==> src/rtl/filter_pkg.sv <==
// Shared types and constants for the 3x3 line-buffer filter unit and its frame sequencer.
package filter_pkg;

   localparam int PIX_W     = 9;
   localparam int MAX_WIDTH = 1024;
   localparam int CNT_W     = 16;

   localparam logic [CNT_W-1:0] CNT_ONE = 1;

   typedef enum logic [2:0] {
      S_IDLE,
      S_RUN,
      S_FLUSH,
      S_DRAIN,
      S_DONE
   } frame_state_t;

   typedef struct packed {
      logic valid;
      logic border;
      logic sof;
      logic eol;
   } out_tag_t;

endpackage

==> src/rtl/filter_pos_counter.sv <==
// Column/row position counter for a W x H raster; both coordinates wrap to 0 after their last value.
module filter_pos_counter
   import filter_pkg::*;
(
   input  logic             clk,
   input  logic             rst,
   input  logic             clr,
   input  logic             en,
   input  logic [CNT_W-1:0] width,
   input  logic [CNT_W-1:0] height,
   output logic [CNT_W-1:0] col,
   output logic [CNT_W-1:0] row,
   output logic             last_col,
   output logic             last_row
);

   assign last_col = (col == width - CNT_ONE);
   assign last_row = (row == height - CNT_ONE);

   // NOTE: sequential state is written with non-blocking assignments only, so every
   // flop samples the pre-edge values regardless of statement order.
   always_ff @(posedge clk) begin
      if (rst || clr) begin
         col <= '0;
         row <= '0;
      end else if (en) begin
         if (last_col) begin
            col <= '0;
            row <= last_row ? '0 : row + CNT_ONE;
         end else begin
            col <= col + CNT_ONE;
         end
      end
   end

endmodule

==> src/rtl/filter_frame_ctrl.sv <==
// Frame sequencer for the 3x3 filter: feeds one frame plus a zero flush, then tags each
// filter result with its centre position, masks borders and emits exactly W x H outputs.
module filter_frame_ctrl
   import filter_pkg::*;
#(
   parameter int OP_LATENCY = 2,
   parameter int MAX_WIDTH  = filter_pkg::MAX_WIDTH
) (
   input  logic             clk,
   input  logic             rst,
   input  logic             start,
   input  logic [15:0]      cfg_width,
   input  logic [15:0]      cfg_height,
   output logic             busy,
   output logic             done,
   output logic             cfg_err,
   output logic             underrun,
   input  logic             in_valid,
   input  logic [PIX_W-1:0] in_data,
   output logic             in_ready,
   output logic             flt_rst,
   output logic [PIX_W-1:0] flt_data_in,
   output logic [31:0]      flt_width,
   input  logic [PIX_W-1:0] flt_data_out,
   output logic             out_valid,
   output logic [PIX_W-1:0] out_data,
   output logic             out_border,
   output logic             out_sof,
   output logic             out_eol
);

   localparam logic [CNT_W-1:0] MIN_DIM    = 3;
   localparam logic [CNT_W-1:0] MAX_W      = CNT_W'(MAX_WIDTH);
   localparam logic [CNT_W-1:0] DRAIN_LAST = CNT_W'(OP_LATENCY);

   frame_state_t state;
   logic [CNT_W-1:0] width_q;
   logic [CNT_W-1:0] height_q;
   logic [CNT_W-1:0] phase_cnt;
   logic             centre_live;

   logic             cfg_ok;
   logic             accept;
   logic             issue;
   logic             centre_en;

   logic [CNT_W-1:0] in_col;
   logic [CNT_W-1:0] in_row;
   logic             in_last_col;
   logic             in_last_row;
   logic [CNT_W-1:0] c_col;
   logic [CNT_W-1:0] c_row;
   logic             c_last_col;
   logic             c_last_row;

   out_tag_t                  tag_in;
   out_tag_t [OP_LATENCY:0]   tag_pipe;
   out_tag_t                  tag_out;

   assign cfg_ok    = (cfg_width >= MIN_DIM) && (cfg_width <= MAX_W) && (cfg_height >= MIN_DIM);
   assign accept    = (state == S_IDLE) && start && cfg_ok;
   assign issue     = (state == S_RUN) || (state == S_FLUSH);
   // Centres start one issue after input position (row 1, col 0), i.e. at n = W+1.
   assign centre_en = issue && centre_live;
   assign flt_width = {16'b0, width_q};

   filter_pos_counter u_in_pos (
      .clk      (clk),
      .rst      (rst),
      .clr      (accept),
      .en       (issue),
      .width    (width_q),
      .height   (height_q),
      .col      (in_col),
      .row      (in_row),
      .last_col (in_last_col),
      .last_row (in_last_row)
   );

   filter_pos_counter u_centre_pos (
      .clk      (clk),
      .rst      (rst),
      .clr      (accept),
      .en       (centre_en),
      .width    (width_q),
      .height   (height_q),
      .col      (c_col),
      .row      (c_row),
      .last_col (c_last_col),
      .last_row (c_last_row)
   );

   // NOTE: every signal written in always_comb gets a default first, so no path can
   // leave it unassigned and infer a latch.
   always_comb begin
      flt_data_in = '0;
      if (state == S_RUN && in_valid) flt_data_in = in_data;
   end

   always_comb begin
      tag_in        = '0;
      tag_in.valid  = centre_en;
      tag_in.border = centre_en && (c_col == '0 || c_last_col || c_row == '0 || c_last_row);
      tag_in.sof    = centre_en && (c_col == '0) && (c_row == '0);
      tag_in.eol    = centre_en && c_last_col;
   end

   // NOTE: the tag delay line is reset because its valid bits drive out_valid directly;
   // stale tags after a mid-frame reset would emit phantom outputs.
   always_ff @(posedge clk) begin
      if (rst) begin
         tag_pipe <= '0;
      end else begin
         tag_pipe[0] <= tag_in;
         for (int i = 1; i <= OP_LATENCY; i++) tag_pipe[i] <= tag_pipe[i-1];
      end
   end

   assign tag_out    = tag_pipe[OP_LATENCY];
   assign out_valid  = tag_out.valid;
   assign out_border = tag_out.valid && tag_out.border;
   assign out_sof    = tag_out.valid && tag_out.sof;
   assign out_eol    = tag_out.valid && tag_out.eol;
   assign out_data   = (tag_out.valid && !tag_out.border) ? flt_data_out : '0;

   always_ff @(posedge clk) begin
      if (rst) begin
         state       <= S_IDLE;
         width_q     <= '0;
         height_q    <= '0;
         phase_cnt   <= '0;
         centre_live <= 1'b0;
         busy        <= 1'b0;
         done        <= 1'b0;
         cfg_err     <= 1'b0;
         underrun    <= 1'b0;
         in_ready    <= 1'b0;
         flt_rst     <= 1'b1;
      end else begin
         done    <= 1'b0;
         cfg_err <= 1'b0;
         if (issue && in_row == CNT_ONE && in_col == '0) centre_live <= 1'b1;

         case (state)
            S_IDLE: begin
               if (start) begin
                  if (cfg_ok) begin
                     width_q     <= cfg_width;
                     height_q    <= cfg_height;
                     phase_cnt   <= '0;
                     centre_live <= 1'b0;
                     underrun    <= 1'b0;
                     busy        <= 1'b1;
                     in_ready    <= 1'b1;
                     flt_rst     <= 1'b0;
                     state       <= S_RUN;
                  end else begin
                     cfg_err <= 1'b1;
                  end
               end
            end
            S_RUN: begin
               if (!in_valid) underrun <= 1'b1;
               if (in_last_col && in_last_row) begin
                  in_ready <= 1'b0;
                  state    <= S_FLUSH;
               end
            end
            S_FLUSH: begin
               // The input counter wrapped to (0,0) at the frame end; W+1 flush issues end at (1,0).
               if (in_row == CNT_ONE) begin
                  phase_cnt <= '0;
                  state     <= S_DRAIN;
               end
            end
            S_DRAIN: begin
               if (phase_cnt == DRAIN_LAST) begin
                  done    <= 1'b1;
                  flt_rst <= 1'b1;
                  state   <= S_DONE;
               end else begin
                  phase_cnt <= phase_cnt + CNT_ONE;
               end
            end
            S_DONE: begin
               busy  <= 1'b0;
               state <= S_IDLE;
            end
            default: state <= S_IDLE;
         endcase
      end
   end

endmodule

==> config.mk <==
export PLATFORM = sky130hd
export DESIGN_NAME = filter_frame_ctrl
export DESIGN_NICKNAME = d
export VERILOG_FILES = /design/src/rtl/filter_pkg.sv /design/src/rtl/filter_pos_counter.sv /design/src/rtl/filter_frame_ctrl.sv
export SDC_FILE = /design/constraint.sdc
export NUM_CORES = 1
export LEC_CHECK = 0
export ABC_AREA = 1
export CORE_MARGIN = 2
export CORE_UTILIZATION = 50
export DETAILED_ROUTE_END_ITERATION = 8
export PLACE_DENSITY = 0.72
export SLEW_MARGIN = 20
export SYNTH_ARGS = -nofsm -noshare
export SYNTH_HDL_FRONTEND = slang
export SYNTH_SLANG_ARGS = --single-unit
==> constraint.sdc <==
create_clock -name clk -period 5.1 [get_ports clk]
set_input_delay 0.51 -clock clk [delete_from_list [all_inputs] [get_ports clk]]
set_output_delay 0.51 -clock clk [all_outputs]
set_load 0.01 [all_outputs]
==> qor.log, run 1 <==
qor: timing.final_hold_violation_count 0
qor: cells_and_area.final_net_count 1730
qor: yosys.postSynthCellCount 1581
qor: detailed_routing.wl 28400 um
qor: place.dp_hpwl 22300 um
qor: yosys.async_flop_share 0%
qor: detailed_routing.drt_first_iter_violations 801
qor: detailed_routing.route.vias.total 10076
qor: yosys.ys_top_cells_by_area dfxtp_1 27%, nand2_1 15%, inv_1 9.2%, nand3_1 9.1%, nor2_1 7.0%
qor: timing.maxClockFrequency 302 MHz
qor: place.portBuffers 97
qor: yosys.dominantRegCellSynth dfxtp_1
qor: clocking.worst_skew_pair.late_latency 0.43 ns
qor: job.max_cap_violations 0
qor: worst_setup_path.worst-endpoint-arrival 3.62 ns
qor: clocking.cts.root.buffer_cell clkbuf_16
qor: yosys.yosys_register_bits 134
qor: place.gp_congestion 0.978
qor: worst_hold_path.hold_class reg2reg
qor: floorplanning.placementRows 51
qor: worst_setup_path.critical_path.endpoint_type flip-flop
qor: worst_setup_path.crit_path_max_incr_delay 0.46 ns
qor: floorplanning.coreArea 19300 um^2
qor: cells_and_area.finalNonFillerCells 1942
qor: timing.setup_viol 0
qor: global_route.grt_pass1_vias 9118
qor: yosys.synth.most_common_cell nand2_1
qor: yosys.synth_top_cells_by_count 401 x nand2_1, 240 x inv_1, 183 x nor2_1
qor: cells_and_area.layout.core_utilization 59.1%
qor: power.vdd_drop_max 0.197 mV
qor: floorplanning.pin_count 114
qor: clocking.tritoncts built
qor: yosys.synth-compound-area-share 7.08%
qor: yosys.yosysTopAreaCellShare 27.4%
qor: clocking.clkTransAtPathRegs 0.07 ns
qor: yosys.post_synth_xor_area_fraction 5.48%
qor: global_route.grt-ovfl-total 0
qor: worst_setup_path.path_max_fanout 31
qor: floorplanning.initial_utilization 50.6%
qor: timing.fin_worst_skew 0.00894 ns
qor: worst_setup_path.critPathLaunchType input pin
qor: cells_and_area.multi_input_area 5870 um^2
qor: detailed_routing.detail-route-antenna-nets 0
qor: timing.fin_crit_sh 65.0%
qor: detailed_routing.drc_errors 0
qor: yosys.post_synth_and_or_nand_nor_area_fraction 45.3%
qor: cells_and_area.syn2layout_area_growth 16.7%
qor: yosys.synth_edf_count 0
qor: worst_setup_path.cpMostUsedCell nand2_1
qor: power.leak_pwr 5.16 nW
qor: floorplanning.die_footprint 20700 um^2
qor: clocking.postCtsSetupRepairBufs 0
qor: clocking.cts.sink_count 134
qor: worst_setup_path.worstPathRequired 5.40 ns
qor: worst_setup_path.critical_path.top_delay_family simple AND/OR/NAND/NOR gates
qor: timing.report.final.slew_viol_count 0
qor: yosys.seq_area_frac_synth 27.4%
qor: timing.finalWorstPathRequiredPeriod 3.31 ns
qor: timing.slew_headroom 62.4%
qor: cells_and_area.post_route_cells_drive_above_1_share 7.99%
qor: yosys.syn_area 9790 um^2
qor: yosys.synth_largest_area_cell dfxtp_1
qor: clocking.tritoncts.num_buffers 17
qor: power.power_density 228 nW/um^2
qor: clocking.clock_path_buffers 2
qor: worst_setup_path.path_buf_inv 3
qor: floorplanning.floorplan.die.width 144 um
qor: detailed_routing.route.detailed.wl_per_inst 14.6 um
qor: global_route.grt_antenna_before_repair 0
qor: yosys.main_combinational_cell_family_by_area_after_synthesis simple AND/OR/NAND/NOR gates
qor: run_status.run_status finished, final reports clean
qor: timing.grt_setup_unrepaired no
qor: global_route.grt_start_max_net_pins 37
qor: detailed_routing.drt_pre_antenna_iters 6
qor: clocking.cts_htree_levels 4
qor: detailed_routing.avgViaCountPerCell 5.19
qor: yosys.yosys.area_share.adder 1.53%
qor: clocking.holdBufCountCts 0
qor: cells_and_area.fillCellCount 1925
qor: global_route.gr-usage-all-layers 27.5%
qor: cells_and_area.seqCellArea 2680 um^2
qor: yosys.yosysWarningCount 0
qor: yosys.synth_mux_area_share 0%
qor: yosys.synthDistinctLibCells 52
qor: cells_and_area.antenna-diode-count 0
qor: timing.hold_ws 0.402 ns
qor: timing.worst-slew-pin-transition 0.560 ns
qor: worst_setup_path.cpMaxStageDelayCell clkdlybuf4s50_1
qor: global_route.grt_first_pass_wirelength 44600 um
qor: floorplanning.fp.dieH 144 um
qor: yosys.synth.avg_cell_area 6.19 um^2
qor: worst_setup_path.critical_path.cell_chain clkdlybuf4s50_1 > nor2_1 > nand4_1 > o22ai_1 > nand4_2 > nand2_1 > buf_4 > inv_1 > nand2_1 > nor3_1
qor: place.dp_cells 1910
qor: worst_setup_path.path_class in2reg
qor: timing.setup_tns 0 ns
qor: clocking.cts_repair_resize_count 0
state kept, by name, summed over array words and instances (netlist names):
name / cells
u_centre_pos.col: 16
done: 1
out_valid: 1
tag_out: 3
height_q: 16
flt_rst: 1
tag_pipe: 8
state: 3
busy: 1
u_in_pos.col: 16
u_in_pos.row: 16
phase_cnt: 16
underrun: 1
cfg_err: 1
width_q: 16
centre_live: 1
u_centre_pos.row: 16
in_ready: 1
final timing paths:
check	start	endpoint	slack, ns	depth (start not counted)
worst max register to register	width_q[0]$_SDFFE_PP0P_	u_in_pos.row[12]$_SDFFE_PP0P_	2.05	11
worst max-delay path	cfg_width[2]	u_centre_pos.col[2]$_SDFFE_PP0P_	1.79	10
worst min register to register	tag_pipe[4]$_SDFF_PP0_	tag_out[0]$_SDFF_PP0_	0.40	2
worst min-delay path	tag_pipe[4]$_SDFF_PP0_	tag_out[0]$_SDFF_PP0_	0.40	2
layer usage:
layer	share of wire [%]	vias up	GRT usage (%)	routed length, um
li1	-	5135	-	-
met1	42	4555	33.2	12000
met2	48	314	47.6	13600
met3	5.6	72	5.06	1590
met4	4.1	0	12.3	1150
met5	0	-	0	0
cells in the final DEF (no fill, tap or decap), types with 6 or more instances in the layout:
| cell | count |
|---|---|
| nor3_1 | 39 |
| nor4_1 | 21 |
| o21ai_0 | 39 |
| nand3_1 | 179 |
| nand2_1 | 401 |
| nand4_1 | 29 |
| clkbuf_16 | 17 |
| ha_1 | 12 |
| xor2_1 | 52 |
| nand3_2 | 6 |
| nand2_2 | 21 |
| and2_1 | 6 |
| clkdlybuf4s50_1 | 97 |
| nor2_4 | 8 |
| nor2_1 | 183 |
| dfxtp_1 | 134 |
| a21oi_1 | 68 |
| inv_1 | 240 |
| a21oi_2 | 12 |
| conb_1 | 16 |
| nand3b_1 | 8 |
| nand2_4 | 6 |
| nor2_2 | 20 |
| inv_6 | 6 |
cell families (layout without fill, tap and decap cells):
family	count (synthesis)	after routing
other	1	16
adder cells (fa/ha/maj)	12	12
AO/OA/AOI/OAI	127	127
XOR/XNOR	58	58
flip-flops	134	134
AND/OR/NAND/NOR	951	951
buffers and inverters	298	379
metrics by stage:
step                total power (W)  instance area [um^2]  setup slack, ns
floorplan                   0.00124                  9850             2.84
global placement            0.00131                 10800             1.53
detailed placement          0.00132                 10800             1.43
CTS                         0.00262                 11400             1.89
global route                0.00269                 11400             1.70
finish                      0.00260                 11400             1.79
worst min-delay path, cell delays in order (launching register included):
cell and delay [ns]:
dfxtp_1 0.30, inv_1 0.04, nor2_1 0.03
layout make-up:
type | count | share of cell area, %
clock inverters | 14 | 1.63
flip-flops and latches | 134 | 23.5
inverters | 245 | 8.05
clock buffers | 18 | 3.75
multi-input cells | 1164 | 51.4
repair buffers | 102 | 8.82
well taps | 265 | 2.90
where the power goes:
part,internal (W),total (W),switching (W)
Clock,0.000785,0.00131,0.000520
Combinational,0.0000899,0.000241,0.000151
Sequential,0.00105,0.00106,0.00000541
No activity file was read; power rests on OpenSTA's default activity.
==> run 2: changes to the inputs <==
PLACE_DENSITY = 0.75   (was 0.72)
clock period = 2.76 ns   (was 5.1 ns; I/O delays follow)
==> qor.log, run 2 (same netlist as run 1, synthesis figures left out) <==
qor: run_status.run_status finished, final reports clean
qor: floorplanning.die_footprint 20700 um^2 [unchanged]
qor: detailed_routing.wl 28500 um [+0.62%]
qor: global_route.grt_first_pass_wirelength 45600 um [+2.4%]
qor: power.power_frac_comb 9.6% [+0.4 points]
qor: timing.finalWorstPathRequiredPeriod 2.55 ns
qor: clocking.cts_htree_levels 4 [unchanged]
qor: place.gp_congestion 1.00 [+2.6%]
qor: floorplanning.floorplan.die.width 144 um [unchanged]
qor: worst_setup_path.critical_path.endpoint_type flip-flop
qor: global_route.gr-usage-all-layers 27.8% [+0.34 points]
qor: cells_and_area.final_design_area_no_fill 11600 um^2 [+1.6%]
qor: power.power.switching 0.00119 W [+76%]
qor: detailed_routing.avgViaCountPerCell 5.22 [+0.56%]
qor: power.power_switching_share 24.7% [-1.2 points]
qor: detailed_routing.route.detailed.wl_per_inst 14.6 um [-0.20%]
qor: power.power_density 414 nW/um^2 [+82%]
qor: clocking.postCtsSetupRepairBufs 0 [unchanged]
qor: worst_setup_path.path_class reg2reg
qor: cells_and_area.layout.core_utilization 60.1% [+0.94 points]
qor: detailed_routing.drt_first_iter_violations 736 [-8.1%]
qor: power.vdd_drop_max 0.373 mV [+89%]
qor: worst_setup_path.cpMaxStageDelayCell nand4_2
qor: timing.final_hold_violation_count 0 [unchanged]
qor: worst_setup_path.path_buf_inv 1 [-2]
qor: timing.setup_viol 0 [unchanged]
qor: power.internal_power 0.00362 W [+88%]
qor: global_route.grt_start_max_net_pins 31 [-16%]
qor: clocking.tritoncts built
qor: clocking.worst_skew_pair.late_latency 0.43 ns [about the same]
qor: detailed_routing.drc_errors 0 [unchanged]
qor: power.leak_pwr 5.25 nW [+1.7%]
qor: floorplanning.placementRows 51 [unchanged]
qor: worst_setup_path.crit_path_max_incr_delay 0.38 ns [-0.08 ns]
qor: clocking.cts.root.buffer_cell clkbuf_16
qor: detailed_routing.drt_pre_antenna_iters 9 [+3]
qor: clocking.tritoncts.num_buffers 17 [unchanged]
qor: power.clock_power_share 49.8% [-0.4 points]
qor: timing.report.final.slew_viol_count 0 [unchanged]
qor: clocking.clkTransAtPathRegs 0.06 ns [about the same]
qor: timing.slew_headroom 62.0% [-0.40 points]
qor: worst_setup_path.cpMostUsedCell nand2_1
qor: clocking.clock_path_buffers 2 [unchanged]
qor: worst_setup_path.worst-endpoint-arrival 2.84 ns [-0.78 ns]
qor: timing.fin_worst_skew 0.0118 ns [+0.00290 ns]
qor: detailed_routing.detail-route-antenna-nets 0 [unchanged]
qor: worst_setup_path.critical_path.cell_chain inv_2 > ha_2 > nand2_4 > o21ai_1 > nand2_1 > nand2_1 > nand4_1 > nor2_1 > nand4_2 > nand2_1 > a21oi_2
qor: worst_setup_path.reg2regPathDepth 11 [unchanged]
qor: cells_and_area.antenna-diode-count 0 [unchanged]
qor: floorplanning.coreArea 19300 um^2 [unchanged]
qor: worst_setup_path.critPathLaunchType flip-flop
qor: worst_setup_path.worstPathRequired 3.05 ns [-2.35 ns]
qor: timing.worst-slew-pin-transition 0.566 ns [+0.00595 ns]
qor: worst_setup_path.cp.depth 11 [+1]
qor: place.dp_hpwl 22200 um [-0.57%]
qor: cells_and_area.layout.cells.most_common nand2_1
qor: job.max_cap_violations 0 [unchanged]
qor: global_route.grt_pass1_vias 9466 [+3.8%]
qor: clocking.cts.sink_count 134 [unchanged]
qor: worst_hold_path.hold_class reg2reg
qor: cells_and_area.post_route_cells_drive_above_1_share 9.04% [+1.0 points]
qor: global_route.grt_antenna_before_repair 0 [unchanged]
qor: cells_and_area.syn2layout_area_growth 18.6%
qor: detailed_routing.route.vias.total 10216 [+1.4%]
qor: power.power.sequential.fraction 40.6% [about the same]
qor: timing.fin_crit_sh 92.3%
qor: place.detailed_place.area 10900 um^2 [+1.2%]
qor: timing.maxClockFrequency 392 MHz
qor: worst_hold_path.hold-path-cell-count 2 [unchanged]
qor: power.design_power_total 0.00481 W [+85%]
qor: worst_setup_path.path_max_fanout 12 [-61%]
qor: place.portBuffers 97 [unchanged]
qor: global_route.grt-ovfl-total 0 [unchanged]
qor: cells_and_area.final_net_count 1747 [+0.98%]
qor: cells_and_area.most_frequent_cells_in_the_layout 401 x nand2_1, 240 x inv_1, 182 x nor2_1
qor: floorplanning.pin_count 114 [unchanged]
qor: timing.setup_tns 0 ns [unchanged]
qor: floorplanning.fp.dieH 144 um [unchanged]
qor: worst_setup_path.critical_path.top_delay_family simple AND/OR/NAND/NOR gates
qor: floorplanning.initial_utilization 50.6% [unchanged]
qor: timing.grt_setup_unrepaired no
[run 2: changes by cell type in the layout (fill, tap and decap cells not counted), moves of 2 or more]
cell | before | now
clkinvlp_4 | 1 | 5
inv_6 | 6 | 1
inv_8 | 2 | 0
buf_4 | 5 | 20
nor2_4 | 8 | 10
clkinv_2 | 1 | 3
[run 2: cell type report]
cell class              instances  area, um^2
clock buffers                  18         429
inverters                     245         920
fillers                      1846        7720
repair buffers                118        1140
flip-flops and latches        134        2680
clock inverters                13         181
multi-input cells            1165        5930
well taps                     265         332
[run 2: final timing paths]
path / from / end / slack [ns]
min: tag_pipe[5]$_SDFF_PP0_ / tag_out[1]$_SDFF_PP0_ / 0.40
max reg2reg: width_q[0]$_SDFFE_PP0P_ / u_in_pos.row[15]$_SDFFE_PP0P_ / 0.21
min reg2reg: tag_pipe[5]$_SDFF_PP0_ / tag_out[1]$_SDFF_PP0_ / 0.40
max: width_q[0]$_SDFFE_PP0P_ / u_in_pos.row[15]$_SDFFE_PP0P_ / 0.21
[run 2: tightest hold or removal path, stage by stage, from the launching register on]
cell and delay, ns:
dfxtp_1 0.29, inv_1 0.04, nor2_1 0.03
[run 2: power by group through the flow]
stage	Sequential [W]	Clock [W]	Combinational, W
finish	0.00195	0.00239	0.000461
global route	0.00195	0.00251	0.000514
CTS	0.00195	0.00243	0.000455
detailed placement	0.00200	0	0.000450
global placement	0.00200	0	0.000446
floorplan	0.00199	0	0.000290
[run 2: timing repair]
action	in CTS	in global routing
hold buffers	0	0
gates resized for setup	0	7
setup endpoints to repair	0	21
[run 2: metrics by stage]
stage,instances,hold slack [ns],worst slack (ns)
after floorplan,1596,0.372,0.497
after global placement,1926,0.392,0.192
after detailed placement,1926,0.395,0.124
after CTS,1957,0.400,0.0910
after global routing,1958,0.418,0.0183
final,1958,0.398,0.212
[run 2: metal layers]
layer / vias to the layer above / part of all wire [%] / global-route usage, %
met5: - / 0 / 0
met4: 0 / 4.7 / 14.3
met3: 95 / 5.2 / 4.53
met2: 347 / 48 / 47.5
met1: 4601 / 42 / 33.7
li1: 5173 / - / -
==> run 3: changes to the inputs <==
CORE_MARGIN = unset   (was 2)
==> qor.log, run 3 (same netlist as run 1, synthesis figures left out) <==
qor: run_status.run_status finished, final reports clean
qor: timing.finalWorstPathRequiredPeriod 2.48 ns [-0.0663 ns]
qor: floorplanning.coreArea 19000 um^2 [-2.0%]
qor: floorplanning.pin_count 114 [unchanged]
qor: worst_setup_path.path_max_fanout 7 [-5]
qor: global_route.grt_antenna_before_repair 0 [unchanged]
qor: timing.setup_viol 0 [unchanged]
qor: power.leak_pwr 5.26 nW [+0.15%]
qor: detailed_routing.drt_pre_antenna_iters 6 [-3]
qor: floorplanning.floorplan.die.width 142 um [-1.4%]
qor: place.portBuffers 97 [unchanged]
qor: worst_setup_path.critical_path.endpoint_type flip-flop
qor: timing.setup_tns 0 ns [unchanged]
qor: global_route.gr-usage-all-layers 29.8% [+1.9 points]
qor: cells_and_area.syn2layout_area_growth 18.4%
qor: timing.maxClockFrequency 403 MHz [+2.7%]
qor: detailed_routing.detail-route-antenna-nets 0 [unchanged]
qor: worst_setup_path.rr_startpoint width_q[1]$_SDFFE_PP0P_
qor: worst_setup_path.crit_path_max_incr_delay 0.34 ns [-0.04 ns]
qor: clocking.holdBufCountCts 0 [unchanged]
qor: cells_and_area.most_frequent_cells_in_the_layout 400 x nand2_1, 240 x inv_1, 181 x nor2_1
qor: timing.report.final.slew_viol_count 0 [unchanged]
qor: clocking.cts_htree_levels 4 [unchanged]
qor: floorplanning.fp.dieH 142 um [-1.4%]
qor: timing.fin_crit_sh 89.9% [-2.4 points]
qor: worst_setup_path.worstPathRequired 3.13 ns [+0.08 ns]
qor: worst_setup_path.capture_point_of_the_worst_reg_to_reg_path u_centre_pos.row[4]$_SDFFE_PP0P_
qor: worst_hold_path.hold-path-cell-count 2 [unchanged]
qor: place.dp_hpwl 22900 um [+3.1%]
qor: cells_and_area.final_net_count 1745 [-0.11%]
qor: global_route.grt_first_pass_wirelength 47200 um [+3.5%]
qor: floorplanning.die_footprint 20100 um^2 [-2.8%]
qor: worst_setup_path.cpMostUsedCell nand2_1
qor: place.placement.setup.worst_slack 0.0325 ns [-0.0914 ns]
qor: clocking.cts.root.buffer_cell clkbuf_16
qor: global_route.grt_start_max_net_pins 37 [+19%]
qor: cells_and_area.antenna-diode-count 0 [unchanged]
qor: detailed_routing.route.detailed.wl_per_inst 15.1 um [+3.5%]
qor: worst_setup_path.path_buf_inv 1 [unchanged]
qor: timing.layout_setup_ws 0.278 ns [+0.0663 ns]
qor: cells_and_area.final_design_area_no_fill 11600 um^2 [-0.17%]
qor: clocking.clkTransAtPathRegs 0.07 ns [about the same]
qor: clocking.cts.sink_count 134 [unchanged]
qor: worst_setup_path.cpMaxStageDelayCell dfxtp_1
qor: clocking.worst_skew_pair.late_latency 0.44 ns [about the same]
qor: worst_hold_path.whs_endpoint tag_out[1]$_SDFF_PP0_
qor: floorplanning.initial_utilization 51.7% [+1.0 points]
qor: worst_setup_path.path_class reg2reg
qor: timing.slew_headroom 58.1% [-3.9 points]
qor: power.design_power_total 0.00478 W [-0.57%]
qor: place.detailed_place.area 10900 um^2 [about the same]
qor: timing.final_hold_violation_count 0 [unchanged]
qor: place.gp_congestion 0.989 [-1.5%]
qor: power.power_density 413 nW/um^2 [-0.40%]
qor: power.vdd_drop_max 0.380 mV [+2.0%]
qor: worst_setup_path.critical_path.top_delay_family simple AND/OR/NAND/NOR gates
qor: worst_hold_path.hp_start tag_pipe[5]$_SDFF_PP0_
qor: detailed_routing.drt_first_iter_violations 733 [-0.41%]
qor: global_route.grt-ovfl-total 0 [unchanged]
qor: cells_and_area.layout.cells.most_common nand2_1
qor: clocking.tritoncts built
qor: detailed_routing.route.vias.total 10305 [+0.87%]
qor: timing.fin_worst_skew 0.0127 ns [+0.000838 ns]
qor: clocking.clock_path_buffers 2 [unchanged]
qor: timing.grt_setup_unrepaired no
qor: worst_setup_path.r2r_setup_slack 0.28 ns [+0.07 ns]
qor: worst_setup_path.critPathLaunchType flip-flop
qor: detailed_routing.wl 29400 um [+3.1%]
qor: worst_setup_path.reg2regPathDepth 14 [+3]
qor: place.dp_cells 1919 [-0.36%]
qor: floorplanning.placementRows 50 [-2.0%]
qor: cells_and_area.fillCellCount 1857 [+0.60%]
qor: detailed_routing.drc_errors 0 [unchanged]
qor: worst_setup_path.worst-endpoint-arrival 2.85 ns [about the same]
qor: worst_setup_path.critical_path.cell_chain inv_1 > ha_2 > nand2_4 > nor2_8 > nand2_1 > nand2_1 > nand2_1 > xor2_2 > nand2_2 > nor2_4 > nand3_4 > nor2_4 > nand2_1 > a21oi_1
qor: timing.worst-slew-pin-transition 0.623 ns [+0.0574 ns]
qor: worst_hold_path.hold_class reg2reg
qor: job.max_cap_violations 0 [unchanged]
qor: clocking.tritoncts.num_buffers 17 [unchanged]
qor: cells_and_area.finalNonFillerCells 1952 [-0.31%]
qor: detailed_routing.avgViaCountPerCell 5.28 [+1.2%]
qor: cells_and_area.post_route_cells_drive_above_1_share 9.10% [+0.064 points]
qor: global_route.grt_pass1_vias 9550 [+0.89%]
## run 3: cell count changes in the layout (fill, tap and decap cells not counted), sizes merged
cell      before  now
clkinv         4    5
inv          245  251
bufinv         4    2
clkinvlp       5    0
clkbuf        18   19
buf           21   19
## run 3: layout make-up
cell class / instances / area (um^2) / area share [%]
multi-input combinational: 1165 / 5920 / 51.1
sequential: 134 / 2680 / 23.1
timing repair buffer: 116 / 1140 / 9.82
inverter: 245 / 920 / 7.93
clock buffer: 19 / 443 / 3.82
tap: 260 / 325 / 2.81
clock inverter: 13 / 160 / 1.38
## run 3: tightest hold or removal path, stage by stage, from the launching register on
cell	delay (ns)
dfxtp_1	0.30
inv_1	0.04
nor2_1	0.03
## run 3: worst max-delay path by stage
stage,from,to,slack (ns),cells after the start
final,width_q[1]$_SDFFE_PP0P_,u_centre_pos.row[4]$_SDFFE_PP0P_,0.28,14
after floorplan,width_q[0]$_SDFFE_PP0P_,u_centre_pos.row[7]$_SDFFE_PP0P_,0.50,13
after CTS,width_q[1]$_SDFFE_PP0P_,u_centre_pos.row[0]$_SDFFE_PP0P_,0.08,14
after global routing,state[1]$_SDFFE_PP0P_,u_in_pos.col[14]$_SDFFE_PP0P_,0.02,14
after detailed placement,cfg_height[4],u_centre_pos.col[12]$_SDFFE_PP0P_,0.03,11
after global placement,cfg_height[4],u_centre_pos.col[12]$_SDFFE_PP0P_,0.08,11
## run 3: stage by stage
stage                     utilization [%]  hold slack [ns]
after floorplan                         -            0.372
after global placement               57.7            0.395
after detailed placement             57.7            0.398
after CTS                            60.9            0.407
after global routing                 61.1            0.419
final                                61.1            0.404
## run 3: power breakdown
group          total [W]  switching [W]  internal [W]
sequential       0.00195     0.00000968       0.00194
combinational   0.000461       0.000288      0.000173
clock            0.00237       0.000982       0.00139
total            0.00478        0.00128       0.00350
## run 3: per-layer routing
| metal | share of wire [%] | GRT usage (%) | vias up |
|---|---|---|---|
| met1 | 42 | 35.6 | 4679 |
| met3 | 5.7 | 5.48 | 97 |
| met5 | 0 | 0 | - |
| li1 | - | - | 5183 |
| met2 | 47 | 50.9 | 346 |
| met4 | 4.7 | 15.2 | 0 |
## run 3: repair_timing
| item | 4_1_cts | 5_1_grt |
|---|---|---|
| resized for setup | 0 | 8 |
| setup buffers | 0 | 0 |
| endpoints found under the setup margin | 0 | 30 |
